<file path="config.mk">
export PLATFORM = sky130hd
export DESIGN_NAME = mac_arbiter
export DESIGN_NICKNAME = d
export VERILOG_FILES = /design/src/rtl/mac_arbiter.sv
export SDC_FILE = /design/constraint.sdc
export NUM_CORES = 1
export LEC_CHECK = 0
export BUFFER_PORTS_ARGS = -buffer_cell sky130_fd_sc_hd__buf_2
export CAP_MARGIN = 25
export CORE_AREA = 4 4 81 83
export CTS_CLUSTER_SIZE = 8
export DETAILED_ROUTE_END_ITERATION = 7
export DIE_AREA = 0 0 85 87
export PLACE_DENSITY = 0.72
export SYNTH_ARGS = -nofsm -noshare
export SYNTH_HDL_FRONTEND = slang
export SYNTH_SLANG_ARGS = --single-unit
</file>
<file path="constraint.sdc">
create_clock -name clk_i -period 2.8 [get_ports clk_i]
set_clock_uncertainty 0.05 [all_clocks]
set_input_delay 0.42 -clock clk_i [delete_from_list [all_inputs] [get_ports clk_i]]
set_output_delay 0.42 -clock clk_i [all_outputs]
set_load 0.05 [all_outputs]
</file>
<file path="src/rtl/mac_arbiter.sv">
// mac_arbiter: shares one pipelined MAC between two requesters.
//
// Operands from the granted requester go straight through to the MAC with no
// added latency. A TagDepth-entry tag FIFO records which requester issued each
// outstanding operation, so that in-order MAC results reach the right owner.
//
// Build option: define MAC_ARBITER_FIXED_PRIO_EN to make requester 0 win every
// tie. By default ties are broken round-robin.
//
// Ports:
//   clk_i, reset_ni         clock, asynchronous active-low reset
//   req_valid_i/req_ready_o per-requester operand handshake (2 bits)
//   req_a_i, req_b_i        operands, {req1, req0}, DataWidth bits each
//   rsp_valid_o/rsp_ready_i per-requester result handshake (2 bits)
//   rsp_c_o                 48-bit result, shared by both requesters
//   mac_valid_o/mac_ready_i operand handshake toward the MAC
//   mac_a_o, mac_b_o        operands toward the MAC
//   mac_valid_i/mac_ready_o result handshake from the MAC
//   mac_c_i                 48-bit MAC result
module mac_arbiter #(
  parameter int unsigned DataWidth = 18,
  parameter int unsigned TagDepth  = 4
) (
  input  logic                   clk_i,
  input  logic                   reset_ni,
  input  logic [1:0]             req_valid_i,
  input  logic [2*DataWidth-1:0] req_a_i,
  input  logic [2*DataWidth-1:0] req_b_i,
  output logic [1:0]             req_ready_o,
  output logic [1:0]             rsp_valid_o,
  output logic [47:0]            rsp_c_o,
  input  logic [1:0]             rsp_ready_i,
  output logic                   mac_valid_o,
  output logic [DataWidth-1:0]   mac_a_o,
  output logic [DataWidth-1:0]   mac_b_o,
  input  logic                   mac_ready_i,
  input  logic                   mac_valid_i,
  input  logic [47:0]            mac_c_i,
  output logic                   mac_ready_o
);

  localparam int unsigned PtrW = (TagDepth > 1) ? $clog2(TagDepth) : 1;
  localparam int unsigned CntW = $clog2(TagDepth + 1);
  localparam logic [CntW-1:0] CntFull = CntW'(TagDepth);

  logic [TagDepth-1:0] tag_q;
  logic [PtrW-1:0]     wr_ptr_q, wr_ptr_d;
  logic [PtrW-1:0]     rd_ptr_q, rd_ptr_d;
  logic [CntW-1:0]     count_q, count_d;
  logic                lock_q, lock_d;
  logic                lock_id_q, lock_id_d;
`ifndef MAC_ARBITER_FIXED_PRIO_EN
  logic                last_q, last_d;
`endif

  logic full, nonempty, gnt, head, issue, pop;

  assign full     = (count_q == CntFull);
  assign nonempty = (count_q != '0);
  assign head     = tag_q[rd_ptr_q];

  // A stalled offer keeps its requester while that requester stays valid, so
  // a late-arriving rival cannot swap operands under a pending handshake.
  always_comb begin
    gnt = req_valid_i[1];
    if (req_valid_i == 2'b11) begin
`ifdef MAC_ARBITER_FIXED_PRIO_EN
      gnt = 1'b0;
`else
      gnt = ~last_q;
`endif
    end
    if (lock_q && req_valid_i[lock_id_q]) begin
      gnt = lock_id_q;
    end
  end

  // Outputs are gated with reset_ni so they drop asynchronously in reset.
  always_comb begin
    mac_valid_o = reset_ni && (|req_valid_i) && !full;
    req_ready_o = '0;
    req_ready_o[gnt] = reset_ni && mac_ready_i && !full;
    mac_a_o = gnt ? req_a_i[2*DataWidth-1:DataWidth] : req_a_i[DataWidth-1:0];
    mac_b_o = gnt ? req_b_i[2*DataWidth-1:DataWidth] : req_b_i[DataWidth-1:0];
  end

  always_comb begin
    rsp_valid_o = '0;
    rsp_valid_o[head] = reset_ni && nonempty && mac_valid_i;
    mac_ready_o = reset_ni && nonempty && rsp_ready_i[head];
  end

  assign rsp_c_o = mac_c_i;

  assign issue = mac_valid_o && mac_ready_i;
  assign pop   = mac_valid_i && mac_ready_o;

  always_comb begin
    wr_ptr_d  = issue ? wr_ptr_q + PtrW'(1) : wr_ptr_q;
    rd_ptr_d  = pop ? rd_ptr_q + PtrW'(1) : rd_ptr_q;
    count_d   = count_q;
    if (issue && !pop) begin
      count_d = count_q + CntW'(1);
    end else if (pop && !issue) begin
      count_d = count_q - CntW'(1);
    end
    lock_d    = mac_valid_o && !mac_ready_i;
    lock_id_d = gnt;
`ifndef MAC_ARBITER_FIXED_PRIO_EN
    last_d    = issue ? gnt : last_q;
`endif
  end

  always_ff @(posedge clk_i or negedge reset_ni) begin
    if (!reset_ni) begin
      tag_q     <= '0;
      wr_ptr_q  <= '0;
      rd_ptr_q  <= '0;
      count_q   <= '0;
      lock_q    <= 1'b0;
      lock_id_q <= 1'b0;
`ifndef MAC_ARBITER_FIXED_PRIO_EN
      last_q    <= 1'b1;
`endif
    end else begin
      if (issue) begin
        tag_q[wr_ptr_q] <= gnt;
      end
      wr_ptr_q  <= wr_ptr_d;
      rd_ptr_q  <= rd_ptr_d;
      count_q   <= count_d;
      lock_q    <= lock_d;
      lock_id_q <= lock_id_d;
`ifndef MAC_ARBITER_FIXED_PRIO_EN
      last_q    <= last_d;
`endif
    end
  end

endmodule

</file>
==> impl_metrics.toml, run 1 <==
[outcome]
status = "complete, no violations"

[timing]
fin_crit_ns = 2.58
tightest_slew_ns = 0.376
max_freq_mhz = 388
finalHoldViolations = 0
setup_viol = 0
setup-tns-final_ns = 0
finalCritPeriodShare = 0.921
report.final.slew_viol_count = 0
grt_setup_unrepaired = "no"
relSlewSlack = 0.749
whs_ns = 0.323

[clock_tree]
root_buffer = "clkbuf_8"
cts_resized = 0
cts_buffer_depth = 2
postCtsSetupBuffers = 0
ctsHtreeMaxLevel = 1
clk_latency_ns = 0.24
cts_inserted_buffers = 3
cts_tree = "done"
cts.sinks = 14
clk_pin_slew_worst_paths_ns = 0.06
cts_hold_buf = 1

[place]
dp.cells = 307
port_buffers = 121
hpwlAfterDp_um = 3340
gp_congestion = 0.696

[cells_and_area]
multi_input_area_um2 = 823
final_nets = 372
area_growth_pct = 26.1
drive_gt1_frac = 0.561
fillers = 609
regArea_um2 = 352
fin_cells = 312
antenna_cells = 0

[logic_synthesis]
yosysMostFrequentCell = "buf_4"
synth_cell_types = 27
synth_fp_nets = 294
ys_seq_elements = 14
yosysTopAreaCellShare = 0.285
synthTopCellsByArea = "mux2_1 (29%), buf_4 (23%), dfrtp_1 (21%)"
ys.flop_type = "dfrtp_1"
netlist_instances = 160
yosysSeqAreaShare = 0.222
async_reset_ff_frac = 1.00
synth_commonest_cells = "buf_4 (48), mux2_1 (40), dfrtp_1 (13)"
syn_area_um2 = 1580
yosys.area.top_type = "mux2_1"
syn_avg_cell_area_um2 = 9.88
synth_edf_count = 0
yosys_warnings = 0

[drt]
wl_um = 3860
drt_pass1_iterations = 2
via_per_inst = 4.35
via_count = 1356
post_drt_wl_per_cell_um = 12.4
drc = 0
ant_nets = 0
first_iter_violations = 12

[worst_setup_path]
crit_fanout = 9
crit_chain = "dlygate4sd3_1 -> buf_2 -> nand2_1 -> nor3_4 -> ha_1 -> inv_1 -> fa_1 -> xor2_1 -> nor2_1 -> xor2_1"
critPathRequiredTime_ns = 2.92
worst_setup_path_start_kind = "input port"
r2r_slack_ns = 0.45
path_class = "input port to register"
timing.rr.start = "rd_ptr_q[1]"
crit_end = "count_q[2]"
cp_common_cell = "xor2_1"
critical_path.max_stage_delay_ns = 0.52
reg2reg_depth = 8
reg2reg_to = "count_q[1]"
end_kind = "register"
cp_slowest_cell = "dlygate4sd3_1"
crit_path_start = "reset_ni"
arrival_ns = 2.70

[power]
p_switching_uw = 703
power.density_nw_per_um2 = 721
seqPwrFrac = 0.263
comb_power_share = 0.600
swShare = 0.489
clkPwrFrac = 0.136
leakage_uw = 0.00104
ir_worst_vdd_uv = 331
p_int_uw = 734

[global_route]
grt_first_pass_wirelength_um = 5870
overflow = 0
antenna_found_initial = 0
grt_max_degree = 40
grtUsageTotal = 0.0945
grt_pass1_vias = 1321

[floorplanning]
initial_utilization = 0.270
die-area_um2 = 7400
io_pins = 218
placementRows = 28
core-area_um2 = 5850
die_y_um = 87
die_w_um = 85

[worst_hold_path]
min_path_type = "input port to register"

[job]
cap_violations = 0
-- worst min path at each step --
stage	start	end	slack [ns]	cells past startpoint
after floorplan	reset_ni	count_q[0]	0.07	0
after global placement	reset_ni	rd_ptr_q[0]	0.21	1
after detailed placement	reset_ni	rd_ptr_q[0]	0.21	1
after CTS	mac_ready_i	lock_q	0.32	2
after global routing	mac_ready_i	lock_q	0.32	2
final	mac_ready_i	lock_q	0.32	2
-- layout by cell type (no fill, tap or decap), drive strengths merged --
| cell | count |
|---|---|
| fa | 1 |
| nor2 | 7 |
| ha | 5 |
| dfrtp | 13 |
| mux2 | 41 |
| o31ai | 2 |
| dlygate4sd3 | 1 |
| nand2 | 7 |
| or2 | 2 |
| clkbuf | 4 |
| inv | 5 |
| o311ai | 1 |
| xnor2 | 2 |
| dfstp | 1 |
| mux2i | 6 |
| o21ai | 4 |
| nor3b | 2 |
| o22ai | 1 |
| nor3 | 2 |
| xor2 | 3 |
| buf | 124 |
| nor2b | 3 |
-- state kept, by name (all words and copies together), names as in the netlist --
register,flops
wr_ptr_q,2
count_q,3
lock_id_q,1
last_q,1
tag_q,4
rd_ptr_q,2
lock_q,1
-- through the flow --
step | util | total power, µW | worst slack (ns) | instance area [µm²]
2_1_floorplan | - | 1220 | 0.589 | 1580
3_3_place_gp | 0.330 | 1230 | 0.491 | 1930
3_5_place_dp | 0.330 | 1260 | 0.428 | 1930
4_1_cts | 0.341 | 1460 | 0.203 | 1990
5_1_grt | 0.341 | 1540 | 0.0441 | 1990
6_report | 0.341 | 1440 | 0.220 | 1990
-- kinds of logic after synthesis --
| group | count (synthesis) | synth area share |
|---|---|---|
| buffers and inverters | 57 | 0.257 |
| AND/OR/NAND/NOR | 23 | 0.0792 |
| adder cells (fa/ha/maj) | 6 | 0.0523 |
| XOR/XNOR | 5 | 0.0277 |
| flip-flops | 14 | 0.222 |
| multiplexers | 47 | 0.330 |
| AO/OA/AOI/OAI | 8 | 0.0317 |
-- layout make-up --
| class | instances | area share |
|---|---|---|
| well taps | 75 | 0.0471 |
| repair buffers | 125 | 0.326 |
| clock buffers | 4 | 0.0276 |
| flip-flops and latches | 14 | 0.176 |
| inverters | 5 | 0.00942 |
| multi-input cells | 89 | 0.413 |
-- power groups by stage --
stage	sequential, µW	clock, µW	combinational (µW)
6_report	379	196	863
5_1_grt	393	210	936
4_1_cts	380	199	877
3_5_place_dp	385	0	872
3_3_place_gp	378	0	856
2_1_floorplan	364	0	857
-- per-layer routing --
metal / global-route usage / share of wire / wire length (µm)
met1: 0.108 / 0.37 / 1420
met2: 0.171 / 0.51 / 1970
met3: 0.0265 / 0.11 / 435
met4: 0.0273 / 0.0073 / 28
met5: 0 / 0 / 0
-- worst max-delay path, delay by kind of cell --
kind	cells	cell delay, ns
buffers and inverters	3	0.78
adders and majority gates	2	0.61
and+or+nand+nor	3	0.59
xor gates and xnor gates	2	0.30
Power figures use the tool's default switching activity.
==> run 2: changes to the inputs <==
- CTS_CLUSTER_DIAMETER: unset -> 50
- REMOVE_ABC_BUFFERS: unset -> 1
==> impl_metrics.toml, run 2 (same netlist as run 1, synthesis figures left out) <==
[outcome]
status = "complete, no violations"

[cells_and_area]
final_cell_mix = "buf_2 (121), mux2_1 (40), dfrtp_1 (13), nor2_1 (7)"
antenna_cells = 0
area_growth_pct = 25.3
final_nets = 372
fillers = 622
top_regs = "tag_q x4, count_q x3"
design_area_um2 = 1980
largest_register = "tag_q"
drive_gt1_frac = 0.570
largest_reg_flops = 4
final_common_cell = "buf_2"
final_core_util = 0.339

[global_route]
grt_pass1_vias = 1397
grt_first_pass_wirelength_um = 12700
grt_max_degree = 23
antenna_found_initial = 0
grtUsageTotal = 0.262
overflow = 0

[clock_tree]
cts_buffer_depth = 2
root_buffer = "clkbuf_8"
postCtsSetupBuffers = 0
ctsHtreeMaxLevel = 1
cts.sinks = 14
cts_resized = 0
cts_inserted_buffers = 3
cts_hold_buf = 0
cts_tree = "done"
clk_pin_slew_worst_paths_ns = 0.06
clk_latency_ns = 0.25

[worst_setup_path]
arrival_ns = 2.59
reg2reg_to = "count_q[2]"
end_kind = "register"
worst_setup_path_start_kind = "register"
reg2reg_depth = 8
critPathRequiredTime_ns = 2.93
critical_path.max_stage_delay_ns = 0.64
crit_fanout = 6
crit_path_start = "count_q[0]"
crit_chain = "o311ai_1 -> or2_1 -> ha_1 -> inv_1 -> fa_1 -> xor2_1 -> nor2_1 -> xor2_1"
path_class = "register to register"
timing.rr.start = "count_q[0]"
cp_common_cell = "xor2_1"
r2r_slack_ns = 0.34
cp_slowest_cell = "o311ai_1"

[floorplanning]
io_pins = 218
die_y_um = 87
die-area_um2 = 7400
initial_utilization = 0.270
die_w_um = 85
placementRows = 28
core-area_um2 = 5850

[worst_hold_path]
min_path_type = "input port to asynchronous set/reset pin"

[timing]
setup_viol = 0
setup-tns-final_ns = 0
tightest_slew_ns = 0.677
max_freq_mhz = 406
fin_crit_ns = 2.46
finalCritPeriodShare = 0.879
finalHoldViolations = 0
report.final.slew_viol_count = 0
grt_setup_unrepaired = "no"
setup_ws_ns = 0.339
relSlewSlack = 0.542

[drt]
drc = 0
drt-met1-wl_um = 2280
wl_met3_um = 1880
drt_pass1_iterations = 4
first_iter_violations = 48
wl_um = 10100
via_per_inst = 4.61
post_drt_wl_per_cell_um = 32.5
wl_met2_um = 5690
ant_nets = 0
via_count = 1437
dr.max_layer_used = "met5"

[place]
pre_cts_ws_ns = 0.404
hpwlAfterDp_um = 9480
gp_congestion = 1.01
port_buffers = 121
placed_area_um2 = 1930

[power]
p_switching_uw = 736
swShare = 0.501
comb_power_share = 0.601
ir_worst_vdd_uv = 264
p_int_uw = 733
seqPwrFrac = 0.260
power.density_nw_per_um2 = 741
leakage_uw = 0.00104
clkPwrFrac = 0.139

[job]
cap_violations = 0
==> run 2: layer usage <==
metal,GRT usage,up-vias
met4,0.0676,2
li1,-,645
met3,0.206,10
met1,0.167,601
met5,0.0699,-
met2,0.537,179
==> run 2: layout make-up <==
class / count / area, µm² / share of cell area
inverters: 5 / 18.8 / 0.00948
well taps: 75 / 93.8 / 0.0474
flip-flops and latches: 14 / 352 / 0.178
clock buffers: 4 / 55.1 / 0.0278
multi-input cells: 89 / 826 / 0.417
repair buffers: 125 / 636 / 0.321
==> run 2: power by group through the flow <==
stage               Combinational, µW  Sequential (µW)  Clock [µW]
floorplan                         664              364           0
global placement                  869              375           0
detailed placement                884              387           0
CTS                               889              383         206
global route                      954              399         220
finish                            882              382         204
==> run 2: stage by stage <==
stage / hold WS, ns / cells / power, µW
4_1_cts: 0.108 / 312 / 1480
6_report: 0.104 / 312 / 1470
3_3_place_gp: 0.378 / 308 / 1240
5_1_grt: 0.112 / 312 / 1570
2_1_floorplan: 0.0744 / 108 / 1030
3_5_place_dp: 0.375 / 308 / 1270
==> run 2: how the worst max path moves through the flow <==
stage | to | slack, ns
final | count_q[2] | 0.34
after global routing | count_q[2] | 0.13
after CTS | count_q[2] | 0.33
after detailed placement | count_q[2] | 0.40
after global placement | count_q[2] | 0.49
after floorplan | req_ready_o[0] | -0.04
==> run 2: worst max-delay path, delay by kind of cell, from the launching register on <==
kind                     cells  cell delay [ns]
XOR/XNOR                     2             0.30
AO/OA/AOI/OAI                1             0.64
AND/OR/NAND/NOR              2             0.32
buffers and inverters        1             0.06
flip-flops                   1             0.46
adder cells (fa/ha/maj)      2             0.55
==> run 3: changes to the inputs <==
- CELL_PAD_IN_SITES_DETAIL_PLACEMENT: unset -> 0
- CELL_PAD_IN_SITES_GLOBAL_PLACEMENT: unset -> 2
- CORE_AREA: 4 4 81 83 -> unset
- CORE_MARGIN: unset -> 4
- CORE_UTILIZATION: unset -> 14
- DIE_AREA: 0 0 85 87 -> unset
- PLACE_DENSITY: 0.72 -> unset
- PLACE_DENSITY_LB_ADDON: unset -> 0.1
==> impl_metrics.toml, run 3 (same netlist as run 1, synthesis figures left out) <==
[cells_and_area]
top_regs = "tag_q x4, count_q x3"
regArea_um2 = 352
final_cell_mix = "buf_2 (121), mux2_1 (40), dfrtp_1 (13), nor2_1 (7)"
fillers = 1253
design_area_um2 = 2130
final_core_util = 0.194
multi_input_area_um2 = 826
drive_gt1_frac = 0.569
final_common_cell = "buf_2"
fin_cells = 379
area_growth_pct = 34.5
largest_reg_flops = 4
antenna_cells = 0
largest_register = "tag_q"
final_nets = 374

[drt]
ant_nets = 0
post_drt_wl_per_cell_um = 29.7
drc = 0
wl_um = 11300
via_per_inst = 3.65
drt_pass1_iterations = 4
first_iter_violations = 40
via_count = 1384

[clock_tree]
clk_pin_slew_worst_paths_ns = 0.05
cts_resized = 0
ctsHtreeMaxLevel = 1
cts.sinks = 14
root_buffer = "clkbuf_16"
clk_latency_ns = 0.24
cts_tree = "done"
cts_inserted_buffers = 3
cts_buffer_depth = 2
postCtsSetupBuffers = 0

[power]
leakage_uw = 0.00107
p_total_uw = 1570
swShare = 0.469
seqPwrFrac = 0.244
p_switching_uw = 735
p_int_uw = 833
ir_worst_vdd_uv = 221
comb_power_share = 0.570
clkPwrFrac = 0.186
power.density_nw_per_um2 = 738

[worst_hold_path]
min_path_type = "input port to register"
hp-start = "mac_ready_i"

[global_route]
grtUsageTotal = 0.167
grt_pass1_vias = 1384
grt_max_degree = 18
use_met1 = 0.0902
antenna_found_initial = 0
grt_busiest_layer = "met2"
overflow = 0
use_met3 = 0.240
grt_util_met2 = 0.301
grt_first_pass_wirelength_um = 14100

[floorplanning]
placementRows = 38
die_y_um = 114
die-area_um2 = 13100
die_w_um = 114
core-area_um2 = 10900
io_pins = 218
initial_utilization = 0.145

[worst_setup_path]
cp_common_cell = "xor2_1"
path_class = "input port to register"
arrival_ns = 2.69
worst_setup_path_start_kind = "input port"
timing.rr.start = "rd_ptr_q[1]"
critical_path.max_stage_delay_ns = 0.52
cp_slowest_cell = "dlygate4sd3_1"
crit_fanout = 9
crit_chain = "dlygate4sd3_1 -> buf_2 -> nand2_1 -> nor3_4 -> ha_1 -> inv_1 -> fa_1 -> xor2_1 -> nor2_1 -> xor2_1"
crit_path_start = "reset_ni"
critPathRequiredTime_ns = 2.91
end_kind = "register"

[place]
placed_area_um2 = 2030
hpwlAfterDp_um = 10700
port_buffers = 121
gp_congestion = 0.881
pre_cts_ws_ns = 0.427
dp.cells = 374

[outcome]
status = "complete, no violations"

[timing]
finalCritPeriodShare = 0.922
fin_crit_ns = 2.58
setup_viol = 0
relSlewSlack = 0.709
finalHoldViolations = 0
max_freq_mhz = 387
setup_ws_ns = 0.219
grt_setup_unrepaired = "no"
report.final.slew_viol_count = 0
tightest_slew_ns = 0.435

[job]
cap_violations = 0
[run 3: cell count changes in the layout (fill, tap and decap cells not counted), sizes merged]
cell	change
dlygate4sd3	+1
buf	+1
[run 3: cell type report]
| class | count | area share |
|---|---|---|
| Clock buffer | 4 | 0.0418 |
| Timing Repair Buffer | 127 | 0.313 |
| Sequential cell | 14 | 0.165 |
| Tap cell | 140 | 0.0824 |
| Inverter | 5 | 0.00883 |
| Multi-Input combinational cell | 89 | 0.388 |
[run 3: critical path, delay by kind of cell]
kind          cells  cell delay [ns]
xor+xnor          2             0.31
fa+ha+maj         2             0.63
buf+inv           3             0.75
simple gates      3             0.59
[run 3: stage by stage]
step	setup TNS, ns	hold WS (ns)
6_report	0	0.324
3_5_place_dp	0	0.193
4_1_cts	0	0.319
3_3_place_gp	0	0.190
5_1_grt	0	0.330
2_1_floorplan	-0.0419	0.0744
[run 3: per-layer routing]
metal,up-vias,share of wire,wire [µm]
met2,129,0.50,5610
met4,0,0.0017,19
met5,-,0,0
met3,2,0.31,3480
li1,651,-,-
met1,602,0.19,2150
[run 3: repair_timing]
item / in CTS / in global routing
hold buffers: 1 / 0
hold endpoints to repair: 2 / 0
endpoints found under the setup margin: 0 / 1
[run 3: power by group through the flow]
| stage | clock [µW] | sequential, µW | combinational, µW |
|---|---|---|---|
| floorplan | 0 | 364 | 664 |
| global placement | 0 | 395 | 909 |
| detailed placement | 0 | 387 | 905 |
| CTS | 302 | 385 | 911 |
| global route | 310 | 399 | 968 |
| finish | 292 | 382 | 894 |
[run 3: worst paths after layout]
kind	depth (start not counted)	slack (ns)	to
setup / recovery	10	0.22	count_q[2]
hold / removal	2	0.32	lock_q
setup reg to reg	10	0.39	count_q[2]
hold reg to reg	2	0.41	last_q
max in group asynchronous	3	1.77	last_q
min in group asynchronous	2	0.48	count_q[1]
